`src/rtl/arch_defs_pkg.sv`:
```
// rtl/arch_defs_pkg.sv - SAP-2 control types: opcodes, FSM states, control word layout
package arch_defs_pkg;

   localparam int OPCODE_WIDTH_DEF = 4;
   localparam int FLAG_COUNT_DEF   = 3;
   localparam int MAX_STEPS_DEF    = 8;

   localparam int FLAG_C = 0;
   localparam int FLAG_Z = 1;
   localparam int FLAG_N = 2;

   typedef logic [OPCODE_WIDTH_DEF-1:0] opcode_t;

   localparam opcode_t OP_NOP = 4'h0;
   localparam opcode_t OP_LDA = 4'h1;
   localparam opcode_t OP_ADD = 4'h2;
   localparam opcode_t OP_SUB = 4'h3;
   localparam opcode_t OP_STA = 4'h4;
   localparam opcode_t OP_JMP = 4'h6;
   localparam opcode_t OP_JC  = 4'h7;
   localparam opcode_t OP_JZ  = 4'h8;
   localparam opcode_t OP_JN  = 4'h9;
   localparam opcode_t OP_OVF = 4'hE;
   localparam opcode_t OP_HLT = 4'hF;

   typedef enum logic [2:0] {
      S_RESET    = 3'd0,
      S_FETCH_0  = 3'd1,
      S_FETCH_1  = 3'd2,
      S_DECODE_0 = 3'd3,
      S_EXECUTE  = 3'd4,
      S_WAIT     = 3'd5,
      S_HALT     = 3'd6
   } fsm_state_t;

   typedef struct packed {
      logic halt;
      logic oe_pc;
      logic load_mar;
      logic oe_ram;
      logic load_ram;
      logic load_ir;
      logic pc_enable;
      logic oe_ir;
      logic load_a;
      logic oe_a;
      logic load_b;
      logic alu_sub;
      logic oe_alu;
      logic load_flags;
      logic load_pc;
      logic check_carry;
      logic check_zero;
      logic check_negative;
      logic last_step;
   } control_word_t;

endpackage

```
`src/rtl/microcode_rom.sv`:
```
// rtl/microcode_rom.sv - combinational execute-step table indexed by opcode and microstep
module microcode_rom
   import arch_defs_pkg::*;
#(
   parameter int STEP_W = 3
) (
   input  opcode_t             opcode,
   input  logic [STEP_W-1:0]   microstep,
   output control_word_t       word
);

   logic step0;
   logic step1;
   logic step2;

   assign step0 = (microstep == STEP_W'(0));
   assign step1 = (microstep == STEP_W'(1));
   assign step2 = (microstep == STEP_W'(2));

   // Any step not listed below is an empty word that ends the instruction.
   always_comb begin
      word           = '0;
      word.last_step = 1'b1;
      case (opcode)
         OP_LDA: begin
            if (step0) begin
               word.oe_ir = 1'b1; word.load_mar = 1'b1; word.last_step = 1'b0;
            end else if (step1) begin
               word.oe_ram = 1'b1; word.load_a = 1'b1; word.load_flags = 1'b1;
            end
         end
         OP_ADD, OP_SUB: begin
            if (step0) begin
               word.oe_ir = 1'b1; word.load_mar = 1'b1; word.last_step = 1'b0;
            end else if (step1) begin
               word.oe_ram = 1'b1; word.load_b = 1'b1; word.last_step = 1'b0;
            end else if (step2) begin
               word.oe_alu = 1'b1; word.load_a = 1'b1; word.load_flags = 1'b1;
               word.alu_sub = (opcode == OP_SUB);
            end
         end
         OP_STA: begin
            if (step0) begin
               word.oe_ir = 1'b1; word.load_mar = 1'b1; word.last_step = 1'b0;
            end else if (step1) begin
               word.oe_a = 1'b1; word.load_ram = 1'b1;
            end
         end
         OP_JMP, OP_JC, OP_JZ, OP_JN: begin
            if (step0) begin
               word.oe_ir          = 1'b1;
               word.load_pc        = 1'b1;
               word.check_carry    = (opcode == OP_JC);
               word.check_zero     = (opcode == OP_JZ);
               word.check_negative = (opcode == OP_JN);
            end
         end
         OP_OVF: begin
            word.oe_a      = 1'b1;
            word.last_step = 1'b0;
         end
         OP_HLT: begin
            if (step0) word.halt = 1'b1;
         end
         default: ;
      endcase
   end

endmodule

```
`src/rtl/microcode_sequencer.sv`:
```
// rtl/microcode_sequencer.sv - fetch/decode/execute control FSM with memory waits, jump masking and single-step
module microcode_sequencer
   import arch_defs_pkg::*;
#(
   parameter int OPCODE_WIDTH = OPCODE_WIDTH_DEF,
   parameter int FLAG_COUNT   = FLAG_COUNT_DEF,
   parameter int MAX_STEPS    = MAX_STEPS_DEF,
   localparam int STEP_W      = $clog2(MAX_STEPS)
) (
   input  logic                    clk,
   input  logic                    reset_n,
   input  logic [OPCODE_WIDTH-1:0] opcode,
   input  logic [FLAG_COUNT-1:0]   flags,
   input  logic                    mem_ready,
   input  logic                    step_mode,
   input  logic                    step_req,
   output control_word_t           ctrl_word,
   output fsm_state_t              state,
   output logic [STEP_W-1:0]       microstep,
   output logic                    halted,
   output logic                    instr_done,
   output logic                    step_overflow
);

   localparam logic [STEP_W-1:0] LAST_STEP_IDX = STEP_W'(MAX_STEPS - 1);

   control_word_t     rom_word;
   fsm_state_t        state_nxt;
   logic [STEP_W-1:0] microstep_nxt;
   logic              overflow_nxt;
   logic              step_req_q;
   logic              step_rise;
   logic              jump_blocked;
   logic              mem_wait;
   logic              forced_end;
   logic              exec_end;

   microcode_rom #(
      .STEP_W (STEP_W)
   ) u_rom (
      .opcode    (opcode_t'(opcode)),
      .microstep (microstep),
      .word      (rom_word)
   );

   assign step_rise    = step_req && !step_req_q;
   assign halted       = (state == S_HALT);
   assign jump_blocked = (rom_word.check_carry    && !flags[FLAG_C]) ||
                         (rom_word.check_zero     && !flags[FLAG_Z]) ||
                         (rom_word.check_negative && !flags[FLAG_N]);

   always_ff @(posedge clk or negedge reset_n) begin
      if (!reset_n) begin
         state         <= S_RESET;
         microstep     <= '0;
         step_overflow <= 1'b0;
         step_req_q    <= 1'b0;
      end else begin
         state         <= state_nxt;
         microstep     <= microstep_nxt;
         step_overflow <= overflow_nxt;
         step_req_q    <= step_req;
      end
   end

   always_comb begin
      ctrl_word     = '0;
      instr_done    = 1'b0;
      state_nxt     = state;
      microstep_nxt = microstep;
      overflow_nxt  = step_overflow;
      mem_wait      = 1'b0;
      forced_end    = 1'b0;
      exec_end      = 1'b0;
      case (state)
         S_RESET:    state_nxt = S_FETCH_0;
         S_FETCH_0: begin
            ctrl_word.oe_pc    = 1'b1;
            ctrl_word.load_mar = 1'b1;
            state_nxt          = S_FETCH_1;
         end
         S_FETCH_1: begin
            ctrl_word.oe_ram = 1'b1;
            if (mem_ready) begin
               ctrl_word.load_ir   = 1'b1;
               ctrl_word.pc_enable = 1'b1;
               state_nxt           = S_DECODE_0;
            end
         end
         S_DECODE_0: state_nxt = S_EXECUTE;
         S_EXECUTE: begin
            forced_end = !rom_word.last_step && (microstep == LAST_STEP_IDX);
            exec_end   = rom_word.last_step || forced_end;
            mem_wait   = (rom_word.oe_ram || rom_word.load_ram) && !mem_ready;
            ctrl_word  = rom_word;
            if (jump_blocked) ctrl_word.load_pc = 1'b0;
            // While RAM is busy only the output enables stay up; nothing commits until ready.
            if (mem_wait) begin
               ctrl_word.load_mar   = 1'b0;
               ctrl_word.load_ram   = 1'b0;
               ctrl_word.load_ir    = 1'b0;
               ctrl_word.pc_enable  = 1'b0;
               ctrl_word.load_a     = 1'b0;
               ctrl_word.load_b     = 1'b0;
               ctrl_word.load_flags = 1'b0;
               ctrl_word.load_pc    = 1'b0;
               ctrl_word.halt       = 1'b0;
               ctrl_word.last_step  = 1'b0;
            end else begin
               instr_done = exec_end;
               if (forced_end) overflow_nxt = 1'b1;
               if (rom_word.halt)  state_nxt = S_HALT;
               else if (exec_end)  state_nxt = step_mode ? S_WAIT : S_FETCH_0;
               else                microstep_nxt = microstep + STEP_W'(1);
            end
         end
         S_WAIT: begin
            if (step_rise || !step_mode) state_nxt = S_FETCH_0;
         end
         S_HALT:  ;
         default: state_nxt = S_RESET;
      endcase
      if (state_nxt != S_EXECUTE) microstep_nxt = '0;
   end

endmodule
```
`config.mk`:
```
export PLATFORM = sky130hd
export DESIGN_NAME = microcode_sequencer
export DESIGN_NICKNAME = d
export VERILOG_FILES = /design/src/rtl/arch_defs_pkg.sv /design/src/rtl/microcode_rom.sv /design/src/rtl/microcode_sequencer.sv
export SDC_FILE = /design/constraint.sdc
export NUM_CORES = 1
export LEC_CHECK = 0
export BUFFER_PORTS_ARGS = -buffer_cell sky130_fd_sc_hd__buf_2
export CORE_MARGIN = 1.5
export CORE_UTILIZATION = 52
export DETAILED_ROUTE_END_ITERATION = 6
export HOLD_SLACK_MARGIN = 0.08
export PLACE_DENSITY = 0.85
export REMOVE_ABC_BUFFERS = 1
export SLEW_MARGIN = 40
export SYNTH_ARGS = -nofsm -noshare
export SYNTH_HDL_FRONTEND = slang
export SYNTH_SLANG_ARGS = --single-unit
```
`constraint.sdc`:
```
create_clock -name clk -period 6.4 [get_ports clk]
set_input_delay 0.32 -clock clk [delete_from_list [all_inputs] [get_ports clk]]
set_output_delay 0.32 -clock clk [all_outputs]
set_load 0.005 [all_outputs]
```
==> impl_summary.log, run 1 <==
INFO  metric status = finished clean
INFO  metric upper_clock_frequency_limit = 375 MHz
INFO  metric yosys_warnings = 0
INFO  metric synthToLayoutAreaGrowth = 20.8%
INFO  metric place_congestion = 0.870
INFO  metric first_global_vias = 934
INFO  metric cts_hold_buf = 1
INFO  metric top_area_cell_type_share_of_the_netlist_area = 20.2%
INFO  metric critPathSlowestCell = or4b_4
INFO  metric critPathTopFamily = compound AO/OA/AOI/OAI gates
INFO  metric power_frac_clock = 13.1%
INFO  metric cell_internal_pwr = 0.153 mW
INFO  metric ys_seq_area_share = 20.2%
INFO  metric num_antenna_cells = 0
INFO  metric setup_tns = 0 ns
INFO  metric clkSlewWorstSetupHoldPaths = 0.05 ns
INFO  metric synth_area_leader_cell = dfrtp_1
INFO  metric synthesis.area = 992 um^2
INFO  metric switching_share = 45.3%
INFO  metric worst-endpoint-arrival = 2.35 ns
INFO  metric power.switching = 0.127 mW
INFO  metric final_wirelength = 2680 um
INFO  metric clock-sinks = 8
INFO  metric dp_hpwl = 2100 um
INFO  metric critical_path.endpoint_type = output port
INFO  metric cp_num_buf_inv = 2
INFO  metric cts_buffers = 3
INFO  metric max_stage_delay = 0.53 ns
INFO  metric final.min_clock_period = 2.67 ns
INFO  metric drcViolationCount = 0
INFO  metric avgViaCountPerCell = 5.80
INFO  metric num_vias = 1078
INFO  metric post_cts.repair.setup_buffers = 0
INFO  metric final-max-slew-violation-count = 0
INFO  metric cp-start-kind = flop
INFO  metric synthFlopType = dfrtp_1
INFO  metric critical_path.cell_chain = inv_1 > ha_1 > or4b_4 > o41a_4 > a41o_1 > buf_2
INFO  metric die_height = 46.7 um
INFO  metric post_route_cells_drive_above_1_share = 34.2%
INFO  metric synth.avg_cell_area = 7.81 um^2
INFO  metric share_seq_of_total_power = 31.0%
INFO  metric placement_rows = 15
INFO  metric worst-slew-pin-transition = 0.684 ns
INFO  metric drt_pass1_iterations = 5
INFO  metric design.core.area = 0.00176 mm^2
INFO  metric cts-resized-gates = 0
INFO  metric power_per_cell_area = 233 mW/mm^2
INFO  metric timing.max_slew.rel_slack = 54.1%
INFO  metric global_route.overflow_total = 0
INFO  metric io_buffers = 39
INFO  metric setup-violations-final = 0
INFO  metric clock_tree_from_tritoncts = done
INFO  metric ys_seq_elements = 8
INFO  metric ys_types = 43
INFO  metric maximum_capacitance_violations = 0
INFO  metric skew = 0.00466 ns
INFO  metric grt_antenna_before_repair = 0
INFO  metric highest_ir_drop_seen_on_vdd = 0.206 mV
INFO  metric htreeDepth = 1
INFO  metric io-pin-count = 40
INFO  metric hold-worst-slack = 0.191 ns
INFO  metric initial_utilization = 56.2%
INFO  metric clkLatencyLatePin = 0.25 ns
INFO  metric detail_route.iter0.violations = 21
INFO  metric rsz0062_at_grt = false
INFO  metric finalHoldViolCount = 0
INFO  metric post-synth-top-count-cell = nor2_1
INFO  metric synth_top_cells_by_count = nor2_1 (14), dfrtp_1 (8), o21ai_0 (8)
INFO  metric post_synth_main_area_contributors = dfrtp_1 (20%), ha_1 (6.3%), nor2_1 (5.3%), o21ai_0 (4.0%), nand2b_1 (3.8%)
INFO  metric final_min_period_over_clock_period = 41.7%
INFO  metric fillers = 163
INFO  metric grt_pass1_wl = 4060 um
INFO  metric cts_buffer_depth = 2
INFO  metric combPwrFrac = 55.9%
INFO  metric synthCells = 127
INFO  metric final_nets = 180
INFO  metric cts_root_buffer = clkbuf_4
INFO  metric synthArstFlopShare = 100%
INFO  metric synth_edf_count = 0
INFO  metric ant_nets = 0
INFO  metric die-area = 0.00218 mm^2
INFO  metric power.leakage = 0.583 nW
INFO  metric overall_global_routing_resource_usage = 26.2%
INFO  metric die_x = 46.7 um
INFO  metric timing.critical_path.fanout_max = 6
INFO  metric timing.setup.critical_path_class = flop to output port
INFO  metric holdCritPathClass = input port to flop
INFO  metric drt_wl_cell = 14.4 um
INFO  metric timing.critical_path.required = 6.08 ns
INFO  metric grt_max_degree = 16
worst paths after layout:
check	slack (ns)	cells past startpoint	start	to
max	3.73	6	microstep[0]	ctrl_word[10]
min	0.19	1	step_req	step_req_q
max reg2reg	4.18	7	microstep[0]	state[0]
min reg2reg	0.48	1	step_overflow	step_overflow
max in group asynchronous	5.80	2	reset_n	microstep[1]
min in group asynchronous	0.43	2	reset_n	state[0]
layer usage:
layer	part of all wire, %	vias up	GRT usage [%]
met2	49	55	43.3
met1	43	490	31.7
met5	0	-	0
met4	1.0	0	14.4
met3	6.9	4	5.10
li1	-	529	-
area by class of cell:
| type | instances | area [um^2] | area share (%) |
|---|---|---|---|
| sequential | 8 | 200 | 16.7 |
| timing repair buffer | 40 | 205 | 17.1 |
| inverter | 7 | 26.3 | 2.19 |
| clock buffer | 3 | 22.5 | 1.88 |
| multi-input combinational | 103 | 713 | 59.5 |
| tap | 25 | 31.3 | 2.61 |
registers in the layout (all words and copies together) (netlist names):
register / flops
state: 3
microstep: 3
step_overflow: 1
step_req_q: 1
power groups by stage:
stage	Clock (mW)	Combinational (mW)	Sequential, mW
after global routing	0.0420	0.173	0.0893
after detailed placement	0	0.155	0.0868
after CTS	0.0385	0.157	0.0861
after floorplan	0	0.0985	0.0830
final	0.0366	0.156	0.0869
after global placement	0	0.149	0.0856
through the flow:
stage / utilization, % / setup slack, ns / std cells / cell area, um^2 / power, mW
2_1_floorplan: - / 4.20 / 118 / 940 / 0.181
3_3_place_gp: 66.1 / 4.09 / 182 / 1170 / 0.234
3_5_place_dp: 66.1 / 4.02 / 182 / 1170 / 0.242
4_1_cts: 67.9 / 3.73 / 186 / 1200 / 0.281
5_1_grt: 67.9 / 3.63 / 186 / 1200 / 0.304
6_report: 67.9 / 3.73 / 186 / 1200 / 0.280
cells by family (layout without fill, tap and decap cells):
| kind of cell | after synthesis | after routing | synth area share, % |
|---|---|---|---|
| AND/OR/NAND/NOR | 67 | 67 | 40.5 |
| adder cells (fa/ha/maj) | 5 | 5 | 6.31 |
| multiplexers | 1 | 1 | 1.01 |
| buffers and inverters | 16 | 50 | 7.94 |
| flip-flops | 8 | 8 | 20.2 |
| AO/OA/AOI/OAI | 30 | 30 | 24.1 |
cells in the final DEF, fill, tap and decap left out, types with 2 or more instances in the layout:
cell	Yosys	routed
or2_2	2	2
nor2_1	14	14
nor2b_1	3	3
dfrtp_1	8	8
o21ai_0	8	8
a21oi_1	7	7
or3_1	2	2
o21a_1	2	2
nor3b_1	3	3
a211oi_1	2	2
and2_1	3	3
ha_1	5	5
nand2b_1	6	6
nand3_1	7	7
nor4_1	3	3
and3_1	2	2
buf_2	3	39
clkbuf_4	0	3
inv_1	7	7
nor3_1	4	4
nand3b_1	2	2
nand2_1	7	7
a221oi_2	2	2
No activity file was read; power rests on OpenSTA's default activity.
==> run 2: changes to the inputs <==
Settings changed: ABC_AREA set to 1, CORE_UTILIZATION 52 to 42, PLACE_DENSITY 0.85 to 0.75.
Clock period 6.4 ns to 2.4 ns, I/O delays scaled along.
==> run 2 against run 1 <==
Combinational power is 140% higher. Clock power grew to 2.7 times the previous value. Global-route usage is 7.9 points lower. Die area is 12% higher. Critical endpoint is now ctrl_word[5]. Final cell count rose by 16%. Largest power group unchanged. Critical path depth is 5 higher. Register-to-register slack lost 3.6 ns. Core utilization down 10 points.
==> impl_summary.log, run 2 <==
INFO  metric finalHoldViolCount = 0 (unchanged)
INFO  metric drt_wl_cell = 9.93 um (-31%)
INFO  metric post_synth_main_area_contributors = dfrtp_1 (22%), nand2_1 (15%), inv_1 (12%), nor2_1 (9.6%), ha_1 (6.9%)
INFO  metric crit_start = microstep[1]
INFO  metric rsz0062_at_grt = false
INFO  metric clock-sinks = 8 (unchanged)
INFO  metric ys_seq_elements = 8 (unchanged)
INFO  metric grt_max_degree = 10 (-6)
INFO  metric ys_seq_area_share = 22.2% (+2.0 points)
INFO  metric clkLatencyLatePin = 0.25 ns (about the same)
INFO  metric overall_global_routing_resource_usage = 18.3% (-7.9 points)
INFO  metric synthArstFlopShare = 100% (unchanged)
INFO  metric io-pin-count = 40 (unchanged)
INFO  metric place_congestion = 0.875 (+0.66%)
INFO  metric grt_pass1_wl = 3580 um (-12%)
INFO  metric worst-endpoint-arrival = 1.99 ns (-0.36 ns)
INFO  metric power_per_cell_area = 591 mW/mm^2 (+150%)
INFO  metric timing.critical_path.required = 2.28 ns (-3.80 ns)
INFO  metric clkSlewWorstSetupHoldPaths = 0.05 ns (about the same)
INFO  metric fillers = 225 (+38%)
INFO  metric holdCritPathClass = input port to asynchronous set/reset pin
INFO  metric cp-start-kind = flop
INFO  metric timing.critical_path.fanout_max = 6 (unchanged)
INFO  metric detail_route.iter0.violations = 21 (unchanged)
INFO  metric synthFlopType = dfrtp_1
INFO  metric post-synth-top-count-cell = nand2_1
INFO  metric cts_root_buffer = clkbuf_4
INFO  metric upper_clock_frequency_limit = 474 MHz
INFO  metric synth_area_leader_cell = dfrtp_1
INFO  metric skew = 0.00350 ns (-0.00116 ns)
INFO  metric dp_hpwl = 1800 um (-14%)
INFO  metric grt_antenna_before_repair = 0 (unchanged)
INFO  metric initial_utilization = 45.5% (-11 points)
INFO  metric synth_edf_count = 0 (unchanged)
INFO  metric worstReg2RegEnd = microstep[1]
INFO  metric post_cts.repair.setup_buffers = 0 (unchanged)
INFO  metric avgViaCountPerCell = 4.85 (-16%)
INFO  metric cts-resized-gates = 0 (unchanged)
INFO  metric number_of_cells_on_the_worst_reg_to_reg_path = 12 (+5)
INFO  metric drt_pass1_iterations = 4 (-1)
INFO  metric fin_area = 0.00114 mm^2 (-4.6%)
INFO  metric highest_ir_drop_seen_on_vdd = 0.522 mV (+150%)
INFO  metric synthToLayoutAreaGrowth = 26.9%
INFO  metric yosys_warnings = 0 (unchanged)
INFO  metric critical_path.reg2reg.startpoint = microstep[1]
INFO  metric design.core.area = 0.00198 mm^2 (+12%)
INFO  metric timing.max_slew.rel_slack = 77.8% (+24 points)
INFO  metric first_global_vias = 926 (-0.86%)
INFO  metric critPathCapture = ctrl_word[5]
INFO  metric die_height = 49.3 um (+5.6%)
INFO  metric cts_hold_buf = 2 (+1)
INFO  metric reg2reg_slack = 0.53 ns (-3.65 ns)
INFO  metric htreeDepth = 1 (unchanged)
INFO  metric synthCells = 147 (+16%)
INFO  metric layout_commonest_cell = buf_2
INFO  metric power.leakage = 0.710 nW (+22%)
INFO  metric status = finished clean
INFO  metric synthesis.area = 901 um^2 (-9.2%)
INFO  metric detailed_place.area = 0.00110 mm^2 (-5.6%)
INFO  metric synth_top_cells_by_count = nand2_1 (35), inv_1 (28), nor2_1 (23), nand3_1 (10), dfrtp_1 (8)
INFO  metric timing.setup.critical_path_class = flop to output port
INFO  metric setup-violations-final = 0 (unchanged)
INFO  metric final-max-slew-violation-count = 0 (unchanged)
INFO  metric maximum_capacitance_violations = 0 (unchanged)
INFO  metric drcViolationCount = 0 (unchanged)
INFO  metric reg_top3 = microstep x3, state x3
INFO  metric mostFrequentLayoutCells = buf_2 (39), nand2_1 (35), inv_1 (28), nor2_1 (23), nand3_1 (10)
INFO  metric final_min_period_over_clock_period = 87.9%
INFO  metric cts_buffers = 3 (unchanged)
INFO  metric worst-slew-pin-transition = 0.330 ns (-0.354 ns)
INFO  metric ant_nets = 0 (unchanged)
INFO  metric io_buffers = 39 (unchanged)
INFO  metric global_route.overflow_total = 0 (unchanged)
INFO  metric die-area = 0.00243 mm^2 (+12%)
INFO  metric post_route_cells_drive_above_1_share = 31.9% (-2.2 points)
INFO  metric setup_tns = 0 ns (unchanged)
INFO  metric top_area_cell_type_share_of_the_netlist_area = 22.2% (+2.0 points)
INFO  metric final_wirelength = 2130 um (-20%)
INFO  metric num_vias = 1042 (-3.3%)
INFO  metric synth.avg_cell_area = 6.13 um^2 (-22%)
INFO  metric die_x = 49.3 um (+5.6%)
INFO  metric critical_path.endpoint_type = output port
INFO  metric placement_rows = 16 (+1)
INFO  metric final.min_clock_period = 2.11 ns
INFO  metric ys_types = 27 (-37%)
INFO  metric num_antenna_cells = 0 (unchanged)
INFO  metric final_nets = 207 (+15%)
INFO  metric clock_tree_from_tritoncts = done
INFO  metric cts_buffer_depth = 2 (unchanged)
## run 2: worst max-delay path, cell delays in order (launching register included)
cell     delay [ns]
dfrtp_1        0.44
inv_1          0.10
ha_1           0.16
inv_1          0.06
nand3_1        0.14
nor2_1         0.05
nand2_1        0.10
nand2_1        0.12
inv_1          0.13
nand2_1        0.09
o21ai_0        0.20
buf_2          0.15
## run 2: kinds of logic (layout without fill, tap and decap cells)
group                    count (synthesis)  in the layout  synth area share, %
buffers and inverters                   34             75                 16.1
AND/OR/NAND/NOR                         86             86                 44.3
XOR/XNOR                                 1              1                0.972
flip-flops                               8              8                 22.2
adder cells (fa/ha/maj)                  5              5                 6.94
AO/OA/AOI/OAI                           13             13                 9.45
## run 2: layout make-up
class	instances	area (um^2)	area share (%)
clock buffer	3	22.5	1.97
multi-input combinational	105	556	48.6
tap	27	33.8	2.95
inverter	31	116	10.2
sequential	8	200	17.5
timing repair buffer	41	215	18.8
## run 2: stage by stage
| step | power (mW) | instances | util, % | hold slack [ns] | worst slack (ns) |
|---|---|---|---|---|---|
| 2_1_floorplan | 0.438 | 144 | - | -0.176 | 0.700 |
| 3_3_place_gp | 0.576 | 210 | 55.6 | -0.0352 | 0.597 |
| 3_5_place_dp | 0.580 | 210 | 55.6 | -0.0314 | 0.529 |
| 4_1_cts | 0.685 | 215 | 57.7 | 0.227 | 0.266 |
| 5_1_grt | 0.752 | 215 | 57.7 | 0.234 | 0.100 |
| 6_report | 0.676 | 215 | 57.7 | 0.236 | 0.291 |
## run 2: worst min-delay path by stage
stage	from	endpoint	slack (ns)	depth (start not counted)
6_report	reset_n	step_overflow	0.24	2
5_1_grt	reset_n	step_overflow	0.23	2
4_1_cts	reset_n	step_overflow	0.23	2
3_5_place_dp	reset_n	step_req_q	-0.03	1
3_3_place_gp	reset_n	step_req_q	-0.04	1
2_1_floorplan	reset_n	microstep[0]	-0.18	0
## run 2: power breakdown
part	leakage (nW)	internal, mW	switching (mW)
sequential	0.105	0.162	0.0376
combinational	0.591	0.144	0.234
clock	0.0138	0.0569	0.0407
total	0.710	0.363	0.313
## run 2: per-layer routing
metal / wire [um] / GRT usage, % / vias to the layer above
li1: - / - / 539
met1: 949 / 21.4 / 464
met2: 1050 / 32.0 / 35
met3: 109 / 2.45 / 4
met4: 25 / 10.0 / 0
met5: 0 / 0 / -
